<file path="config.mk">
export PLATFORM = sky130hd
export DESIGN_NAME = l2_arbiter
export DESIGN_NICKNAME = d
export VERILOG_FILES = /design/src/rtl/l2_arbiter.sv
export SDC_FILE = /design/constraint.sdc
export NUM_CORES = 2
export LEC_CHECK = 0
export ABC_AREA = 1
export CELL_PAD_IN_SITES_DETAIL_PLACEMENT = 1
export CELL_PAD_IN_SITES_GLOBAL_PLACEMENT = 2
export CORE_AREA = 2 2 541 543
export DETAILED_ROUTE_END_ITERATION = 8
export DIE_AREA = 0 0 543 545
export PLACE_DENSITY_LB_ADDON = 0.08
export SYNTH_ARGS = -nofsm -noshare
export SYNTH_HDL_FRONTEND = slang
export SYNTH_SLANG_ARGS = --single-unit
export TNS_END_PERCENT = 5
</file>
<file path="constraint.sdc">
create_clock -name clk -period 1.8 [get_ports clk]
set_clock_uncertainty 0.15 [all_clocks]
set_input_delay 0.18 -clock clk [delete_from_list [all_inputs] [get_ports clk]]
set_output_delay 0.18 -clock clk [all_outputs]
set_load 0.005 [all_outputs]
</file>
<file path="src/rtl/l2_arbiter.sv">
// Purpose: two-way round-robin arbiter placing I-cache or D-cache line requests onto the single L2 port.
// Latency: L2 request asserts the cycle after grant; requester resp pulses the cycle after l2_resp (3 cycles minimum).
// Backpressure: one transaction in flight; the losing requester holds its request until a later IDLE grants it.
module l2_arbiter (
  input  logic         clk,
  input  logic         rst,
  // I-cache side
  input  logic [31:0]  i_address,
  input  logic         i_read,
  output logic [255:0] i_rdata,
  output logic         i_resp,
  // D-cache side
  input  logic [31:0]  d_address,
  input  logic         d_read,
  input  logic         d_write,
  input  logic [255:0] d_wdata,
  output logic [255:0] d_rdata,
  output logic         d_resp,
  // L2 side
  output logic [31:0]  l2_address,
  output logic         l2_read,
  output logic         l2_write,
  output logic [255:0] l2_wdata,
  input  logic [255:0] l2_rdata,
  input  logic         l2_resp
);

  typedef enum logic [2:0] {
    IDLE    = 3'd0,
    SERVE_I = 3'd1,
    SERVE_D = 3'd2,
    RESP_I  = 3'd3,
    RESP_D  = 3'd4
  } state_t;

  state_t state;
  state_t state_nxt;

  // Set when the most recent grant went to the D-cache; breaks ties in favour of the other side.
  logic last_d;
  // Operation latched at a D grant: 1 = write-back, 0 = line read.
  logic d_is_write;

  logic d_req;
  logic grant_i;
  logic grant_d;

  // Round-robin pick: a lone requester always wins; on contention the side not served last wins.
  always_comb begin
    d_req   = d_read | d_write;
    grant_d = d_req & (~i_read | ~last_d);
    grant_i = i_read & ~grant_d;
  end

  // Next-state: IDLE grants, SERVE waits for L2, RESP lasts exactly one cycle.
  always_comb begin
    state_nxt = state;
    case (state)
      IDLE: begin
        if (grant_d) begin
          state_nxt = SERVE_D;
        end else if (grant_i) begin
          state_nxt = SERVE_I;
        end
      end
      SERVE_I: begin
        if (l2_resp) begin
          state_nxt = RESP_I;
        end
      end
      SERVE_D: begin
        if (l2_resp) begin
          state_nxt = RESP_D;
        end
      end
      RESP_I:  state_nxt = IDLE;
      RESP_D:  state_nxt = IDLE;
      default: state_nxt = IDLE;
    endcase
  end

  // Strobes decode straight from the state so read and write can never overlap and are low outside SERVE.
  always_comb begin
    l2_read  = 1'b0;
    l2_write = 1'b0;
    i_resp   = 1'b0;
    d_resp   = 1'b0;
    case (state)
      SERVE_I: l2_read  = 1'b1;
      SERVE_D: begin
        l2_read  = ~d_is_write;
        l2_write = d_is_write;
      end
      RESP_I:  i_resp   = 1'b1;
      RESP_D:  d_resp   = 1'b1;
      default: ;
    endcase
  end

  // State register; a reset abandons any in-flight L2 request.
  always_ff @(posedge clk) begin
    if (rst) begin
      state <= IDLE;
    end else begin
      state <= state_nxt;
    end
  end

  // Capture the winner's address, write line and operation at grant so later input changes are ignored.
  always_ff @(posedge clk) begin
    if (rst) begin
      last_d     <= 1'b0;
      l2_address <= 32'd0;
      l2_wdata   <= 256'd0;
      d_is_write <= 1'b0;
    end else if (state == IDLE) begin
      if (grant_d) begin
        l2_address <= d_address;
        l2_wdata   <= d_wdata;
        d_is_write <= d_write;
        last_d     <= 1'b1;
      end else if (grant_i) begin
        l2_address <= i_address;
        last_d     <= 1'b0;
      end
    end
  end

  // Return line registers; a D write-back completes without touching d_rdata.
  always_ff @(posedge clk) begin
    if (rst) begin
      i_rdata <= 256'd0;
      d_rdata <= 256'd0;
    end else begin
      if ((state == SERVE_I) && l2_resp) begin
        i_rdata <= l2_rdata;
      end
      if ((state == SERVE_D) && l2_resp && !d_is_write) begin
        d_rdata <= l2_rdata;
      end
    end
  end

endmodule
</file>
==> key figures <==
Yosys
  – Synth Flop Type: dfxtp_1
  – Post-synthesis sequential area ratio: 0.5719
  – Top cells by area, synth: dfxtp_1, a21oi_1, o21ai_0
  – Post-Syn Area: 0.02818 mm^2
  – Synth unique cells: 22
  – Post-synth EDFFs: 0
  – Yosys top cell area share: 0.5719
  – Synthesized instance count: 3583
  – Register bit total from synthesis: 805
  – Yosys Warn Count: 0
  – Synth area leader: dfxtp_1
  – Avg Inst Size Synth: 7.864 um^2
  – Syn Nets: 4165
  – Asr flop ratio synth: 0

Route
  – DRC: 0
  – DR WL/cell: 22.32 um
  – Vias per inst: 3.352
  – Routed WL: 216.0 mm
  – Pre-antenna DRT Iters: 4
  – Post-route ant nets: 0
  – Drt first-iter violations: 986
  – Routed via count: 32450

Global route
  – Antenna violations before repair: 124
  – Congestion Overflow GR: 0
  – Vias in the first global route: 34350
  – Largest net degree at the start of global routing: 111
  – Total track usage: 0.1399
  – Global-route wire length before repair: 290.9 mm

Clock tree
  – Root Driver: clkbuf_16
  – Worst-skew pair later-pin latency: 830 ps
  – CTS HTree Levels: 3
  – CTS buffer count: 123
  – Reg clk slew, reported paths: 60 ps
  – Bufs on Longest Clock Path: 4
  – Sink Count: 805
  – CTS tree: done

Timing
  – Rel. slew slack: 0.4649
  – Crit path time final: 2075 ps
  – RSZ-0062 raised after global routing: yes
  – Final Max Slew Viols: 0
  – Worst Tran Pin Value: 802.7 ps
  – Fmax: 482.0 MHz
  – Setup ws final: -274.7 ps
  – Fin crit share: 1.153
  – Count of final setup violators: 119
  – Final Hold Viols: 0

Power and ir drop
  – Comb power frac: 0.367
  – Int Pwr: 49.35 mW
  – Peak supply drop: 0.7624 mV
  – PwrDens: 1330 mW/mm^2
  – Leakage power: 28.82 nW
  – P_sw: 27.99 mW
  – Clock Power Share: 0.311
  – Reg power frac: 0.323
  – Switching share of power: 0.3619

Floorplanning
  – Die ar.: 0.2959 mm^2
  – Core region area: 0.2901 mm^2
  – Die width: 543 um
  – Die Y: 545 um
  – Row cnt: 198
  – Io pins: 1386
  – Initial core utilization: 0.09713

Placement
  – Post-placement setup slack: -335.6 ps
  – Area after DPL: 0.04837 mm^2
  – Port Buffer Count: 1385
  – Gp weighted congestion: 0.7448
  – Inst Count DP: 8824
  – Post-detail-place hpwl: 170.6 mm

Outcome
  – Status: finished, violations left
  – Failing checks: negative setup slack

Critical path
  – Register-to-register setup slack: -50 ps
  – Crit-path leading delay family: flip-flops
  – CP Capture Type: primary output
  – Crit path buffers/inverters: 3
  – Worst path cell trace: inv_4, nand3_4, buf_6, o21ai_4, buf_12
  – WP data required: 1470 ps
  – Slowest-stage cell, CP: dfxtp_4
  – Crit path DAT: 1740 ps
  – CP startpoint kind: flop
  – Crit Path Max Fanout: 3
  – WS Path Type: flop to primary output
  – Max stage delay on crit path: 360 ps

Cells and area
  – Ratio of cells with drive above 1 in the final layout: 0.1451
  – Final Non-Filler Cells: 9679
  – Final #Nets: 6213
  – Commonest non-fill, non-tap cell in the layout: dfxtp_1
  – Fin util: 0.2004
  – Area Growth Syn to Fin: 106.3%
  – Most frequent cells in the layout: dfxtp_1, nand2_1, clkdlybuf4s50_1
  – Finished Cell Area: 0.05814 mm^2

Hold path
  – Worst Hold Class: primary input to flop

Run
  – Number of max-cap violations: 0
-- cell usage after synthesis, types with 2 or more instances --
| cell type | count |
|---|---|
| nor2_1 | 553 |
| clkbuf_4 | 2 |
| buf_2 | 92 |
| buf_1 | 5 |
| clkbuf_2 | 3 |
| a21oi_1 | 545 |
| o21ai_1 | 8 |
| dfxtp_1 | 805 |
| buf_4 | 23 |
| inv_1 | 261 |
| nor3_1 | 4 |
| nand2_1 | 586 |
| o21ai_0 | 540 |
| clkbuf_1 | 144 |
| inv_2 | 3 |
| nand3_2 | 3 |
-- cell families (layout without fill, tap and decap cells) --
kind of cell	after synthesis	after routing	share of synthesized area
buffers and inverters	534	2673	0.07868
AOI/OAI and AO/OA	1095	1095	0.1947
and+or+nand+nor	1149	1149	0.1547
other	0	57	0
DFF	805	805	0.5719
-- path summary, 6_finish.rpt --
kind                            startpoint                    endpoint  depth (start not counted)
setup / recovery     state[2]$_SDFFE_PP0P_                     l2_read                          5
hold / removal                 d_wdata[11]   l2_wdata[11]$_SDFFE_PP0P_                          3
setup reg to reg     state[0]$_SDFFE_PP0P_  l2_wdata[115]$_SDFFE_PP0P_                          8
hold reg to reg   i_rdata[25]$_SDFFE_PP0P_    i_rdata[25]$_SDFFE_PP0P_                          2
-- worst min-delay path, delay by kind of cell --
family | cells | cell delay [ps]
buf+inv | 1 | 620
simple gates | 2 | 210
-- repair_timing --
action / in CTS / in global routing
endpoints found under the setup margin: 1168 / 1222
pin swaps: 2 / 2
hold endpoints to repair: 804 / 0
hold buffers: 577 / 0
setup buffers: 5 / 0
gates resized for setup: 1126 / 770
-- sequential cells by signal, indices dropped and copies added, names as in the netlist --
signal and flops:
d_rdata 256, i_rdata 256, l2_wdata 256, l2_address 32, state 3, d_is_write 1
last_d 1
-- layout make-up --
class	instances	area (um^2)
fill	33840	232000
timing repair buffer	2192	22020
sequential	805	16220
multi-input combinational	2244	9960
tap	3900	4880
clock buffer	202	3766
inverter	265	1012
antenna	57	142.6
clock inverter	14	132.6
-- routing by layer --
| metal | up-vias | wire [um] | GRT usage |
|---|---|---|---|
| met5 | - | 500 | 0 |
| met4 | 80 | 5413 | 0.03014 |
| met3 | 316 | 17420 | 0.05094 |
| met2 | 1023 | 109000 | 0.2557 |
| met1 | 15290 | 83690 | 0.1530 |
| li1 | 15740 | - | - |
-- stage by stage --
stage	total power [mW]	hold WS (ps)	setup TNS [ps]
2_1_floorplan	34.12	164.9	0
3_3_place_gp	55.69	281.5	-129930
3_5_place_dp	55.59	282.9	-139310
4_1_cts	81.13	6.642	-223750
5_1_grt	83.03	10.86	-51630
6_report	77.34	49.65	-2776
-- power by group through the flow --
| stage | registers, mW | logic, mW | clock network (mW) |
|---|---|---|---|
| detailed placement | 25.3 | 30.3 | 0 |
| global placement | 25.2 | 30.5 | 0 |
| CTS | 25.1 | 30.6 | 25.5 |
| finish | 24.9 | 28.4 | 24.0 |
| floorplan | 25.3 | 8.86 | 0 |
| global route | 25.6 | 31.4 | 26.0 |
(Power assumes the default switching activity.)
